### src/rtl/relay_pkg.sv
// Shared definitions for the auto-reclose relay: FSM state encoding,
// default timing constants (800 Hz clock) and the timer width.
package relay_pkg;

  localparam int TIMER_W = 16;

  // Default timing at 800 Hz
  localparam int DEAD_TIME_DEF    = 400;   // 0.5 s open before reclose
  localparam int RECLAIM_TIME_DEF = 2400;  // 3 s hold before sequence reset
  localparam int MAX_SHOTS_DEF    = 3;
  localparam int CB_TIMEOUT_DEF   = 80;    // 100 ms breaker confirm window

  // FSM state encoding, also driven out on the debug state port
  localparam logic [2:0] ST_IDLE    = 3'd0;
  localparam logic [2:0] ST_TRIP    = 3'd1;
  localparam logic [2:0] ST_DEAD    = 3'd2;
  localparam logic [2:0] ST_CLOSE   = 3'd3;
  localparam logic [2:0] ST_RECLAIM = 3'd4;
  localparam logic [2:0] ST_LOCKOUT = 3'd5;

  // Count value seen on the last cycle of a LIMIT-cycle dwell that starts at 0.
  function automatic logic [TIMER_W-1:0] last_count(input int limit);
    if (limit <= 1) return '0;
    return TIMER_W'(limit - 1);
  endfunction

endpackage

### src/rtl/relay_timer.sv
// Saturating 16-bit dwell timer. clear reloads to 0, enable advances,
// done is high on the LIMIT-th cycle after a clear and stays high.
module relay_timer
  import relay_pkg::*;
#(
  parameter int LIMIT = CB_TIMEOUT_DEF
) (
  input  logic               clk_800hz,
  input  logic               clear,
  input  logic               enable,
  output logic [TIMER_W-1:0] count,
  output logic               done
);

  localparam logic [TIMER_W-1:0] CNT_MAX = '1;
  localparam logic [TIMER_W-1:0] LAST    = last_count(LIMIT);

  // Count up while enabled, holding at full scale instead of wrapping
  always_ff @(posedge clk_800hz) begin
    if (clear)
      count <= '0;
    else if (enable && (count != CNT_MAX))
      count <= count + 1'b1;
  end

  assign done = (count >= LAST);

endmodule

### src/rtl/auto_reclose_controller.sv
// Auto-reclose controller for a feeder breaker: trip, dead time, reclose,
// reclaim, with lockout after MAX_SHOTS attempts or a failed close.
// Optional feature: define BREAKER_FAIL_EN to raise a sticky bf_alarm and
// lock out when the breaker does not open within CB_TIMEOUT in TRIP.
module auto_reclose_controller
  import relay_pkg::*;
#(
  parameter int DEAD_TIME    = DEAD_TIME_DEF,
  parameter int RECLAIM_TIME = RECLAIM_TIME_DEF,
  parameter int MAX_SHOTS    = MAX_SHOTS_DEF,
  parameter int CB_TIMEOUT   = CB_TIMEOUT_DEF
) (
  input  logic       clk_800hz,
  input  logic       reset,
  input  logic       trip_signal,
  input  logic       cb_closed,
  input  logic       lockout_clr,
  output logic       cb_open_cmd,
  output logic       cb_close_cmd,
  output logic [2:0] shot_count,
  output logic       lockout,
  output logic       bf_alarm,
  output logic [2:0] state
);

  localparam logic [2:0]         MAX_SHOT_L   = 3'(MAX_SHOTS);
  localparam logic [TIMER_W-1:0] DEAD_LAST    = last_count(DEAD_TIME);
  localparam logic [TIMER_W-1:0] RECLAIM_LAST = last_count(RECLAIM_TIME);

  logic [2:0]         state_next;
  logic [2:0]         shot_next;
  logic               tmr_clear;
  logic [TIMER_W-1:0] tmr_cnt;
  logic               cb_timeout;
`ifdef BREAKER_FAIL_EN
  logic               bf_set;
`endif

  // One dwell timer serves every state: it restarts on each state entry,
  // its count times DEAD/RECLAIM and its done flag is the breaker timeout.
  assign tmr_clear = reset | (state_next != state);

  relay_timer #(.LIMIT(CB_TIMEOUT)) u_dwell_timer (
    .clk_800hz (clk_800hz),
    .clear     (tmr_clear),
    .enable    (state != ST_IDLE),
    .count     (tmr_cnt),
    .done      (cb_timeout)
  );

  // Next-state and shot-count decode
  always_comb begin
    state_next = state;
    shot_next  = shot_count;
`ifdef BREAKER_FAIL_EN
    bf_set     = 1'b0;
`endif
    case (state)
      ST_IDLE: begin
        if (trip_signal) state_next = ST_TRIP;
      end
      ST_TRIP: begin
        if (!cb_closed) begin
          if (shot_count >= MAX_SHOT_L) begin
            state_next = ST_LOCKOUT;
          end else begin
            state_next = ST_DEAD;
            shot_next  = shot_count + 3'd1;
          end
        end
`ifdef BREAKER_FAIL_EN
        else if (cb_timeout) begin
          state_next = ST_LOCKOUT;
          bf_set     = 1'b1;
        end
`endif
      end
      ST_DEAD: begin
        if (tmr_cnt >= DEAD_LAST) state_next = ST_CLOSE;
      end
      ST_CLOSE: begin
        if (cb_closed)       state_next = ST_RECLAIM;
        else if (cb_timeout) state_next = ST_LOCKOUT;
      end
      ST_RECLAIM: begin
        // A trip on the expiry cycle wins over returning to IDLE
        if (trip_signal) begin
          state_next = ST_TRIP;
        end else if (tmr_cnt >= RECLAIM_LAST) begin
          state_next = ST_IDLE;
          shot_next  = '0;
        end
      end
      ST_LOCKOUT: begin
        if (lockout_clr && !trip_signal) begin
          state_next = ST_IDLE;
          shot_next  = '0;
        end
      end
      default: begin
        state_next = ST_IDLE;
        shot_next  = '0;
      end
    endcase
  end

  // State, shot count and Moore outputs, all registered from the next state
  always_ff @(posedge clk_800hz) begin
    if (reset) begin
      state        <= ST_IDLE;
      shot_count   <= '0;
      cb_open_cmd  <= 1'b0;
      cb_close_cmd <= 1'b0;
      lockout      <= 1'b0;
    end else begin
      state        <= state_next;
      shot_count   <= shot_next;
      cb_open_cmd  <= (state_next == ST_TRIP) || (state_next == ST_LOCKOUT);
      cb_close_cmd <= (state_next == ST_CLOSE);
      lockout      <= (state_next == ST_LOCKOUT);
    end
  end

`ifdef BREAKER_FAIL_EN
  // Breaker-failure alarm latches until reset
  always_ff @(posedge clk_800hz) begin
    if (reset)       bf_alarm <= 1'b0;
    else if (bf_set) bf_alarm <= 1'b1;
  end
`else
  assign bf_alarm = 1'b0;
`endif

endmodule
### config.mk
export PLATFORM = sky130hd
export DESIGN_NAME = auto_reclose_controller
export DESIGN_NICKNAME = d
export VERILOG_FILES = /design/src/rtl/relay_pkg.sv /design/src/rtl/relay_timer.sv /design/src/rtl/auto_reclose_controller.sv
export SDC_FILE = /design/constraint.sdc
export NUM_CORES = 1
export LEC_CHECK = 0
export CAP_MARGIN = 20
export CORE_ASPECT_RATIO = 1.1
export CORE_MARGIN = 1.5
export CORE_UTILIZATION = 30
export DETAILED_ROUTE_END_ITERATION = 16
export SYNTH_ARGS = -nofsm -noshare
export SYNTH_HDL_FRONTEND = slang
export SYNTH_SLANG_ARGS = --single-unit
### constraint.sdc
create_clock -name clk_800hz -period 4.8 [get_ports clk_800hz]
set_input_delay 0.48 -clock clk_800hz [delete_from_list [all_inputs] [get_ports clk_800hz]]
set_output_delay 0.48 -clock clk_800hz [all_outputs]
set_load 0.03 [all_outputs]
==> reports/qor.yml <==
port_buffers: 13
r2r_slack_ps: 2080
syn_to_final_growth_pct: 14.5
synthesis.area_sq_um: 1430
fin_worst_skew_ps: 2.63
power.total_uw: 421
core_sq_um: 4620
post-cts-setup-buffer-count: 0
cp_num_buf_inv: 1
crit_arrival_ps: 2870
clk_latency_ps: 270
p_per_area_nw_per_um2: 258
drtIter0Drc: 103
r2r_cells: 8
nets: 192
synth_ff_type: "dfxtp_1"
switching_share_pct: 29.2
start_kind: "primary input"
synth_top_area_cell: "dfxtp_1"
reg2reg_to: "u_dwell_timer.count[3]"
hold_viol_final: 0
grt_util_met1_pct: 17.7
report.final.slew_viol_count: 0
die_h_um: 75.3
critPathMaxStageDelay_ps: 590
max_slew_margin_pct: 51.2
wl_per_cell_um: 13.1
path_class: "in -> reg"
rsz0062_at_grt: "false"
r2r_start: "shot_count[0]"
fmaxAchievable_ghz: 0.367
cts_made_buffers: 3
cp-startpoint: "cb_closed"
dp_hpwl_mm: 2.20
die_area_sq_um: 5180
status: "finished clean"
busiest_layer: "met2"
num_rows: 26
ys_types: 46
path_max_fanout: 16
first_global_vias: 1139
tightestPinTransition_ps: 723
route.detailed.drc: 0
totalWireLength_mm: 3.13
post-route-worst-setup-slack_ps: 2070
worst_setup_path_end_kind: "flip-flop"
place_ws_ps: 1840
intPower_uw: 298
p_comb_share_pct: 16.9
ys_seq_area_share_pct: 35.1
worst_path_dominant_cell_family: "compound AO/OA/AOI/OAI gates"
min_from: "shot_count[2]"
cts-root-buf: "clkbuf_8"
fill_cells: 500
setup_viol: 0
async_flop_share_pct: 0
htreeDepth: 1
use_met2_pct: 20.6
fin_crit_ps: 2730
whs_path_depth: 2
fin_util_pct: 35.3
drive_gt1_share_pct: 5.46
cts_resized: 0
place_congestion: 0.887
drtAntennaViolNets: 0
crit_path_top_delay_cell: "mux2i_4"
via_per_inst: 5.43
fin_tns_setup_ps: 0
grt_use_met3_pct: 2.22
holdBufCountCts: 0
hold_path_class: "reg -> reg"
io-pin-count: 15
seqPwrFrac_pct: 53.0
p_sw_uw: 123
syn_nets: 182
yosys.area.top_type_share_pct: 35.1
hold_end: "shot_count[2]"
peakVddDrop_v: 0.0000952
maxCapViolCount: 0
synth_edf_count: 0
clk_pin_slew_worst_paths_ps: 90
crit_chain: "clkdlybuf4s50_1 > a2111oi_2 > or3_1 > o21ai_0 > a31oi_1 > mux2i_4 > nor3_1"
grt_pass1_wl_mm: 5.14
die_x_um: 68.7
grt_antenna_before_repair: 0
n_antenna_cell: 0
synth.ff_latch_count: 25
avgSynthCellArea_sq_um: 8.20
ys_top_cells_by_area: "dfxtp_1 35%, nor3_1 7.0%, xor2_1 4.9%, nor2_1 4.7%, nand3_1 4.2%"
synthCells: 174
cp.required_ps: 4940
start_util_pct: 30.9
fin_crit_sh_pct: 56.8
whs_ps: 514
p_clk_share_pct: 30.1
grt_max_degree: 18
first_pass_iters: 4
ys.warnings.count: 0
clk_path_buf_depth: 2
cts_sinks: 25
cts_tree: "done"
synth.cells.most_frequent: "25 x dfxtp_1, 20 x nor3_1, 18 x nor2_1"
path_depth: 7
grt_overflow: 0
num_vias: 1298
p_leak_uw: 0.000566
track_usage_pct: 12.9
synth.most_common_cell: "dfxtp_1"
## cells in the final DEF, fill, tap and decap left out, drive strengths merged, types with 2 or more instances in the layout
cell	n
a21o	2
nand3b	2
o31ai	3
o21ai	7
mux2i	3
a31oi	3
nand4	4
clkdlybuf4s50	13
xnor2	4
nor2	18
inv	6
dfxtp	25
and3	6
or3	3
a311oi	2
a2111oi	3
nor3	22
a21oi	5
nand3	12
ha	3
xor2	8
nand2	6
clkbuf	3
## kinds of logic after synthesis
logic type                 share of synthesized area (%)
other                                              0.263
buffers and inverters                               4.91
AOI/OAI and AO/OA                                   16.5
and+or+nand+nor                                     30.3
xor gates and xnor gates                            7.37
muxes                                               2.98
DFF                                                 35.1
adders and majority gates                           2.63
## layout make-up
| type | instances | area, sq um | area share (%) |
|---|---|---|---|
| clock inverter | 1 | 5.00 | 0.307 |
| timing repair buffer | 14 | 138 | 8.43 |
| multi-input combinational | 134 | 856 | 52.4 |
| tap | 56 | 70.1 | 4.29 |
| clock buffer | 3 | 41.3 | 2.53 |
| sequential | 25 | 500 | 30.7 |
| inverter | 6 | 22.5 | 1.38 |
## sequential cells by signal, indices dropped and copies added (netlist names)
signal,cells
lockout,1
shot_count,3
cb_close_cmd,1
cb_open_cmd,1
state,3
u_dwell_timer.count,16
## worst max path at each step
stage          slack, ps                      end
2_1_floorplan       2280  u_dwell_timer.count[10]
3_3_place_gp        1880   u_dwell_timer.count[6]
3_5_place_dp        1840   u_dwell_timer.count[3]
4_1_cts             2100   u_dwell_timer.count[3]
5_1_grt             1860   u_dwell_timer.count[9]
6_report            2070   u_dwell_timer.count[3]
## metal layers
| layer | wire length [um] | vias up |
|---|---|---|
| li1 | - | 662 |
| met1 | 1610 | 616 |
| met2 | 1380 | 16 |
| met3 | 97 | 4 |
| met4 | 43 | 0 |
| met5 | 0 | - |
## per-stage QoR
step / cell area [sq um] / instances
3_5_place_dp: 1590 / 235
5_1_grt: 1630 / 239
6_report: 1630 / 239
2_1_floorplan: 1430 / 174
4_1_cts: 1630 / 239
3_3_place_gp: 1590 / 235
## worst reg2reg max path, cell delays in order (launching register included)
cell and delay [ps]:
dfxtp_1 370, ha_1 220, ha_1 190, a2111oi_2 490, or3_1 180, o21ai_0 80
a31oi_1 360, mux2i_4 590, nor3_1 120
## power by group through the flow
stage / clock network [uW] / logic (uW) / registers, uW
floorplan: 0 / 46.7 / 231
global placement: 0 / 71.2 / 228
detailed placement: 0 / 71.2 / 228
CTS: 132 / 71.6 / 223
global route: 137 / 79.3 / 225
finish: 127 / 71.1 / 224
No activity file was read; power rests on OpenSTA's default activity.
